==> config.mk <==
export PLATFORM = sky130hd
export DESIGN_NAME = regfile_sync_param_flat
export DESIGN_NICKNAME = d
export VERILOG_FILES = /design/src/rtl/regfile_sync_param_pkg.sv /design/src/rtl/regfile_sync_param_if.sv /design/src/rtl/regfile_sync_param_read_port.sv /design/src/rtl/regfile_sync_param.sv /design/src/flat_wrapper.sv
export SDC_FILE = /design/constraint.sdc
export NUM_CORES = 1
export LEC_CHECK = 0
export CAP_MARGIN = 30
export CORE_ASPECT_RATIO = 1.5
export CORE_MARGIN = 2
export CORE_UTILIZATION = 36
export CTS_CLUSTER_SIZE = 30
export DETAILED_ROUTE_END_ITERATION = 12
export PLACE_DENSITY_LB_ADDON = 0.25
export SYNTH_ARGS = -nofsm -noshare
export SYNTH_HDL_FRONTEND = slang
export SYNTH_SLANG_ARGS = --single-unit
==> constraint.sdc <==
create_clock -name clk -period 6.25 [get_ports clk]
set_input_delay 1.25 -clock clk [delete_from_list [all_inputs] [get_ports clk]]
set_output_delay 1.25 -clock clk [all_outputs]
set_load 0.02 [all_outputs]
==> src/rtl/regfile_sync_param_pkg.sv <==
// Shared register-file definitions: clear-engine states and the default
// geometry that the decode stage also relies on.
package regfile_pkg;

    localparam int DefaultWidth = 16;
    localparam int DefaultDepth = 32;
    localparam int DefaultAddrW = 5;

    typedef enum logic {
        IDLE  = 1'b0,
        CLEAR = 1'b1
    } clrState_e;

endpackage

==> src/rtl/regfile_sync_param_if.sv <==
// Register-file access bus: one write port, two read ports, bulk clear.
// The master is the decode stage; the slave is the register file.
interface regfile_sync_param_if
    import regfile_pkg::*;
#(
    parameter int WIDTH  = DefaultWidth,
    parameter int ADDR_W = DefaultAddrW
);
    logic              wr_en;
    logic [ADDR_W-1:0] wr_addr;
    logic [WIDTH-1:0]  wr_data;
    logic              wr_ready;
    logic              rd_en1;
    logic [ADDR_W-1:0] rd_addr1;
    logic [WIDTH-1:0]  rd_data1;
    logic              rd_valid1;
    logic              rd_en2;
    logic [ADDR_W-1:0] rd_addr2;
    logic [WIDTH-1:0]  rd_data2;
    logic              rd_valid2;
    logic              clr_req;
    logic              busy;

    modport master (
        output wr_en, wr_addr, wr_data, rd_en1, rd_addr1, rd_en2, rd_addr2, clr_req,
        input  wr_ready, rd_data1, rd_valid1, rd_data2, rd_valid2, busy
    );

    modport slave (
        input  wr_en, wr_addr, wr_data, rd_en1, rd_addr1, rd_en2, rd_addr2, clr_req,
        output wr_ready, rd_data1, rd_valid1, rd_data2, rd_valid2, busy
    );
endinterface

==> src/rtl/regfile_sync_param_read_port.sv <==
// One registered read port: range check, hardwired-zero register,
// optional forwarding of the write landing this cycle, and a valid flop.
module regfile_read_port
    import regfile_pkg::*;
#(
    parameter int WIDTH    = DefaultWidth,
    parameter int DEPTH    = DefaultDepth,
    parameter int ADDR_W   = DefaultAddrW,
    parameter int BYPASS   = 1,
    parameter int ZERO_REG = 0
) (
    input  logic              clk,
    input  logic              rst_n,
    input  logic              rdEn,
    input  logic [ADDR_W-1:0] rdAddr,
    input  logic [WIDTH-1:0]  memData,
    input  logic              wrFire,
    input  logic [ADDR_W-1:0] wrAddr,
    input  logic [WIDTH-1:0]  wrData,
    output logic [WIDTH-1:0]  rdData,
    output logic              rdValid
);

    logic [WIDTH-1:0] nextData;

    // Select what the read returns at the coming edge.
    always_comb begin
        nextData = memData;
        if (int'(rdAddr) >= DEPTH) begin
            nextData = '0;
        end else if (ZERO_REG != 0 && rdAddr == '0) begin
            nextData = '0;
        end else if (BYPASS != 0 && wrFire && wrAddr == rdAddr) begin
            nextData = wrData;
        end
    end

    // Register the data on a request; hold it otherwise. Valid lasts one cycle.
    always_ff @(posedge clk) begin
        if (!rst_n) begin
            rdData  <= '0;
            rdValid <= 1'b0;
        end else begin
            rdValid <= rdEn;
            if (rdEn) begin
                rdData <= nextData;
            end
        end
    end

endmodule

==> src/rtl/regfile_sync_param.sv <==
// Clocked register file with one write port, two registered read ports,
// optional write-to-read bypass, optional zero register and a bulk-clear engine.
module regfile_sync_param
    import regfile_pkg::*;
#(
    parameter int WIDTH    = DefaultWidth,
    parameter int DEPTH    = DefaultDepth,
    parameter int ADDR_W   = DefaultAddrW,
    parameter int BYPASS   = 1,
    parameter int ZERO_REG = 0
) (
    input  logic                 clk,
    input  logic                 rst_n,
    regfile_sync_param_if.slave  bus
);

    localparam int unsigned       Slots   = 2 ** ADDR_W;
    localparam logic [ADDR_W-1:0] LastIdx = ADDR_W'(DEPTH - 1);

    logic [WIDTH-1:0]  mem [Slots];
    clrState_e         state;
    logic [ADDR_W-1:0] clrCnt;
    logic              busyQ;
    logic              wrReady;
    logic              wrKeep;
    logic              memWe;
    logic [ADDR_W-1:0] memWa;
    logic [WIDTH-1:0]  memWd;
    logic [WIDTH-1:0]  rdData1;
    logic [WIDTH-1:0]  rdData2;
    logic              rdValid1;
    logic              rdValid2;

    assign wrKeep = bus.wr_en && wrReady && (int'(bus.wr_addr) < DEPTH)
                    && !(ZERO_REG != 0 && bus.wr_addr == '0);

    // Clear steps share the single storage write port (wr_ready is low while
    // clearing), so the read ports see the zeroing as an ordinary write.
    always_comb begin
        memWe = wrKeep;
        memWa = bus.wr_addr;
        memWd = bus.wr_data;
        if (state == CLEAR) begin
            memWe = 1'b1;
            memWa = clrCnt;
            memWd = '0;
        end
    end

    // Storage array update.
    always_ff @(posedge clk) begin
        if (!rst_n) begin
            mem <= '{default: '0};
        end else if (memWe) begin
            mem[memWa] <= memWd;
        end
    end

    // Clear sequencer: zero one register per cycle from index 0 to DEPTH-1.
    always_ff @(posedge clk) begin
        if (!rst_n) begin
            state   <= IDLE;
            clrCnt  <= '0;
            busyQ   <= 1'b0;
            wrReady <= 1'b1;
        end else begin
            case (state)
                IDLE: begin
                    if (bus.clr_req) begin
                        state   <= CLEAR;
                        clrCnt  <= '0;
                        busyQ   <= 1'b1;
                        wrReady <= 1'b0;
                    end
                end
                CLEAR: begin
                    if (clrCnt == LastIdx) begin
                        state   <= IDLE;
                        clrCnt  <= '0;
                        busyQ   <= 1'b0;
                        wrReady <= 1'b1;
                    end else begin
                        clrCnt <= clrCnt + ADDR_W'(1);
                    end
                end
                default: state <= IDLE;
            endcase
        end
    end

    regfile_read_port #(
        .WIDTH(WIDTH), .DEPTH(DEPTH), .ADDR_W(ADDR_W),
        .BYPASS(BYPASS), .ZERO_REG(ZERO_REG)
    ) readPort1 (
        .clk(clk), .rst_n(rst_n),
        .rdEn(bus.rd_en1), .rdAddr(bus.rd_addr1), .memData(mem[bus.rd_addr1]),
        .wrFire(memWe), .wrAddr(memWa), .wrData(memWd),
        .rdData(rdData1), .rdValid(rdValid1)
    );

    regfile_read_port #(
        .WIDTH(WIDTH), .DEPTH(DEPTH), .ADDR_W(ADDR_W),
        .BYPASS(BYPASS), .ZERO_REG(ZERO_REG)
    ) readPort2 (
        .clk(clk), .rst_n(rst_n),
        .rdEn(bus.rd_en2), .rdAddr(bus.rd_addr2), .memData(mem[bus.rd_addr2]),
        .wrFire(memWe), .wrAddr(memWa), .wrData(memWd),
        .rdData(rdData2), .rdValid(rdValid2)
    );

    assign bus.rd_data1  = rdData1;
    assign bus.rd_valid1 = rdValid1;
    assign bus.rd_data2  = rdData2;
    assign bus.rd_valid2 = rdValid2;
    assign bus.wr_ready  = wrReady;
    assign bus.busy      = busyQ;

endmodule
==> src/flat_wrapper.sv <==
// flat-port wrapper written by rule: the top's interface ports become plain ports
module regfile_sync_param_flat import regfile_pkg::*;
#(
    parameter int WIDTH    = DefaultWidth,
    parameter int DEPTH    = DefaultDepth,
    parameter int ADDR_W   = DefaultAddrW,
    parameter int BYPASS   = 1,
    parameter int ZERO_REG = 0
)
  (clk, rst_n, bus_wr_en, bus_wr_addr, bus_wr_data, bus_rd_en1, bus_rd_addr1, bus_rd_en2, bus_rd_addr2, bus_clr_req, bus_wr_ready, bus_rd_data1, bus_rd_valid1, bus_rd_data2, bus_rd_valid2, bus_busy);
  regfile_sync_param_if #(.WIDTH(WIDTH), .ADDR_W(ADDR_W)) bus_i ();
  input  logic clk;
  input  logic rst_n;
  input wire logic [$bits(bus_i.wr_en)-1:0] bus_wr_en;
  input wire logic [$bits(bus_i.wr_addr)-1:0] bus_wr_addr;
  input wire logic [$bits(bus_i.wr_data)-1:0] bus_wr_data;
  input wire logic [$bits(bus_i.rd_en1)-1:0] bus_rd_en1;
  input wire logic [$bits(bus_i.rd_addr1)-1:0] bus_rd_addr1;
  input wire logic [$bits(bus_i.rd_en2)-1:0] bus_rd_en2;
  input wire logic [$bits(bus_i.rd_addr2)-1:0] bus_rd_addr2;
  input wire logic [$bits(bus_i.clr_req)-1:0] bus_clr_req;
  output wire logic [$bits(bus_i.wr_ready)-1:0] bus_wr_ready;
  output wire logic [$bits(bus_i.rd_data1)-1:0] bus_rd_data1;
  output wire logic [$bits(bus_i.rd_valid1)-1:0] bus_rd_valid1;
  output wire logic [$bits(bus_i.rd_data2)-1:0] bus_rd_data2;
  output wire logic [$bits(bus_i.rd_valid2)-1:0] bus_rd_valid2;
  output wire logic [$bits(bus_i.busy)-1:0] bus_busy;
  assign bus_i.wr_en = bus_wr_en;
  assign bus_i.wr_addr = bus_wr_addr;
  assign bus_i.wr_data = bus_wr_data;
  assign bus_i.rd_en1 = bus_rd_en1;
  assign bus_i.rd_addr1 = bus_rd_addr1;
  assign bus_i.rd_en2 = bus_rd_en2;
  assign bus_i.rd_addr2 = bus_rd_addr2;
  assign bus_i.clr_req = bus_clr_req;
  assign bus_wr_ready = bus_i.wr_ready;
  assign bus_rd_data1 = bus_i.rd_data1;
  assign bus_rd_valid1 = bus_i.rd_valid1;
  assign bus_rd_data2 = bus_i.rd_data2;
  assign bus_rd_valid2 = bus_i.rd_valid2;
  assign bus_busy = bus_i.busy;
  regfile_sync_param #(.WIDTH(WIDTH), .DEPTH(DEPTH), .ADDR_W(ADDR_W), .BYPASS(BYPASS), .ZERO_REG(ZERO_REG)) u_core (.clk(clk), .rst_n(rst_n), .bus(bus_i));
endmodule
==> flow_summary.json <==
{
  "critPathBufInv": 1,
  "synth_mux_area_share_pct": 28.9,
  "synth_top_area_share_pct": 37.8,
  "reg2reg_to": "u_core.mem[444]",
  "setup_ws_ns": 2.09,
  "grt_pass1_vias": 22900,
  "hold_path_end": "u_core.readPort2.rdData[4]",
  "ys.flop_type": "dfxtp_1",
  "rsz0062_at_grt": "false",
  "initial_core_util_pct": 36.2,
  "path_depth": 5,
  "numCtsBuffers": 54,
  "antenna_left": 0,
  "final-hold-violation-count": 0,
  "htree_levels": 2,
  "cp_cell_sequence": "clkdlybuf4s50_1 -> nand3_1 -> o22ai_1 -> nor4_1 -> a221o_1",
  "setup_violations": 0,
  "yosysUniqueCellTypes": 56,
  "min_period_ns": 4.16,
  "yosys.area_share.simple_pct": 13.2,
  "clk_pin_slew_worst_paths_ns": 0.07,
  "drive_gt1_share_pct": 17.5,
  "drv_slew": 0,
  "fin_cells": 3805,
  "final_cell_mix": "553 x dfxtp_1, 284 x nand2_1, 267 x nor2b_1",
  "p_per_area_nw_per_um2": 247,
  "multi_input_area_sq_um": 17000,
  "synthArstFlopShare_pct": 0,
  "vias": 23700,
  "syn_area_per_cell_sq_um": 10.4,
  "max_stage_delay_ns": 1.06,
  "gr-total-overflow": 0,
  "hp-start": "u_core.readPort2.rdData[4]",
  "design.core.area_sq_um": 81000,
  "synth_top_family_by_area": "multiplexers",
  "wl_per_cell_microns": 29.5,
  "synth_compound_area_share_pct": 15.3,
  "critPathLaunchType": "input port",
  "cap_viol_max_count": 0,
  "fillers": 7687,
  "critPathKind": "input port to flip-flop",
  "critPathTopFamily": "compound AO/OA/AOI/OAI gates",
  "power.leakage_uw": 0.0123,
  "slowest_stage": "o22ai_1",
  "ys_seq_area_share_pct": 37.8,
  "drc_errors": 0,
  "pre_cts_ws_ns": 1.62,
  "synth-seq-cells": 554,
  "io_pins": 73,
  "cts-resized-gates": 0,
  "grt_antenna_before_repair": 2,
  "synth_edf_count": 0,
  "dpl.cell_count": 3708,
  "diodes": 0,
  "cts_tree": "done",
  "clockRootBuffer": "clkbuf_16",
  "post-dp-hpwl_mm": 71.6,
  "die_area_sq_um": 83800,
  "io_buffers": 72,
  "slew_headroom_pct": 19.5,
  "place_congestion": 0.931,
  "syn_area_sq_um": 29300,
  "rr_startpoint": "u_core.state",
  "syn-instance-count": 2826,
  "final_common_cell": "dfxtp_1",
  "r2r_slack_ns": 2.83,
  "area_delta_synth_final_pct": 11.4,
  "finalClockSkew_ns": 0.0213,
  "final_util_pct": 40.3,
  "max_freq_mhz": 241,
  "insertion_delay_ns": 0.64,
  "dieWidth_microns": 237,
  "cp.arrival_ns": 4.68,
  "fin_crit_sh_pct": 66.5,
  "synthTopCellsByArea": "dfxtp_1 38%, mux4_2 20%, mux2i_1 8.9%",
  "rows": 128,
  "whs_ns": 0.468,
  "hold_path_class": "flip-flop to flip-flop",
  "irDropWorstVdd_uv": 190,
  "worstPathRequired_ns": 6.77,
  "ctsLongestPathBuffers": 3,
  "fin_setup_tns_ns": 0,
  "status": "complete, no violations",
  "yosys.area.top_type": "dfxtp_1",
  "r2r_cells": 7,
  "initialDrtViolationCount": 2718,
  "cts_setup_buffers": 0,
  "firstDrtPassIters": 6,
  "end_kind": "flip-flop",
  "seqCellArea_sq_um": 11100,
  "grt_use_total_pct": 26.2,
  "yosysWarnings": 0,
  "synth_fa_ha_area_share_pct": 0.0853,
  "hold_depth": 2,
  "worstMarginPinSlew_ns": 1.21,
  "grt_max_degree": 242,
  "postCtsHoldBufs": 0,
  "worstPathMaxFanout": 15,
  "grt_pass1_wl_mm": 163,
  "layout.nets": 2765,
  "synth.net_count": 2865,
  "fp.dieH_microns": 354,
  "viasPerCell": 6.23,
  "synthXorXnorAreaFrac_pct": 0.239,
  "drt-total-wl_mm": 112,
  "cts.sinks": 554
}
==> worst max path at each step <==
stage | start | endpoint | slack, ns
2_1_floorplan | bus_rd_addr1[0] | u_core.readPort1.rdData[15] | 3.25
5_1_grt | bus_rd_addr1[2] | u_core.readPort1.rdData[13] | 2.12
4_1_cts | bus_rd_addr1[2] | u_core.readPort1.rdData[13] | 2.29
6_report | bus_rd_addr1[2] | u_core.readPort1.rdData[13] | 2.09
3_5_place_dp | bus_rd_addr1[2] | u_core.readPort1.rdData[13] | 1.62
3_3_place_gp | bus_rd_addr1[2] | u_core.readPort1.rdData[3] | 1.53
==> synthesized netlist by cell type (7+ instances only) <==
master      n
nor2_1     18
o21ai_0   258
xnor2_1     7
a21boi_1   33
mux4_2    256
o211ai_2   10
buf_1      17
nand2_4     8
nand3_1    28
nand2_1   284
nor2b_1   284
nand4_1    18
buf_2      80
clkbuf_1  205
a21boi_0  223
and2_1     20
o22ai_1   125
nor4_1     31
a21oi_1     8
inv_1       7
a221o_1    16
dfxtp_1   554
mux2i_1   260
==> where the power goes <==
part / internal [uW] / switching, uW / total (uW) / leakage, uW
registers: 3580 / 44.5 / 3620 / 0.00447
logic: 331 / 681 / 1010 / 0.00695
clock network: 1950 / 1480 / 3430 / 0.000890
total: 5860 / 2210 / 8070 / 0.0123
==> layout make-up <==
cell class              count  area share (%)
multi-input cells        1955            51.9
flip-flops and latches    554            33.9
clock buffers              82            4.99
repair buffers            154            4.58
well taps                1040            3.98
clock inverters            13           0.517
inverters                   7          0.0804
==> logic make-up (layout without fill, tap and decap cells) <==
kind of cell             count (synthesis)  count (layout)
AND/OR/NAND/NOR                        729             729
AO/OA/AOI/OAI                          693             693
flip-flops                             554             554
multiplexers                           523             523
buffers and inverters                  317             256
XOR/XNOR                                 8               8
adder cells (fa/ha/maj)                  2               2
==> worst reg2reg max path, stage by stage, from the launching register on <==
cell and delay, ns:
dfxtp_2 0.31, buf_4 0.48, mux2i_2 0.65, nand3_1 0.71
nor2_1 0.62, buf_4 0.30, nand2_1 0.08, a21boi_0 0.18
==> per-layer routing <==
metal | track usage, % | part of all wire (%)
met1 | 31.4 | 37
met3 | 5.35 | 8.2
met4 | 17.7 | 7.9
met2 | 42.6 | 46
met5 | 0 | 0.021
==> sequential cells by signal, indices dropped and copies added (netlist names) <==
signal	cells
u_core.mem	512
u_core.readPort1.rdData	16
u_core.readPort2.rdData	16
u_core.clrCnt	5
u_core.bus.busy	1
u_core.bus.wr_ready	1
u_core.readPort1.rdValid	1
u_core.readPort2.rdValid	1
u_core.state	1
==> metrics by stage <==
stage	total power [uW]	instance area [sq um]
floorplan	4280	29300
global placement	4670	30800
detailed placement	4690	30800
CTS	8090	32600
global route	8260	32700
finish	8070	32700
(Power assumes the default switching activity.)
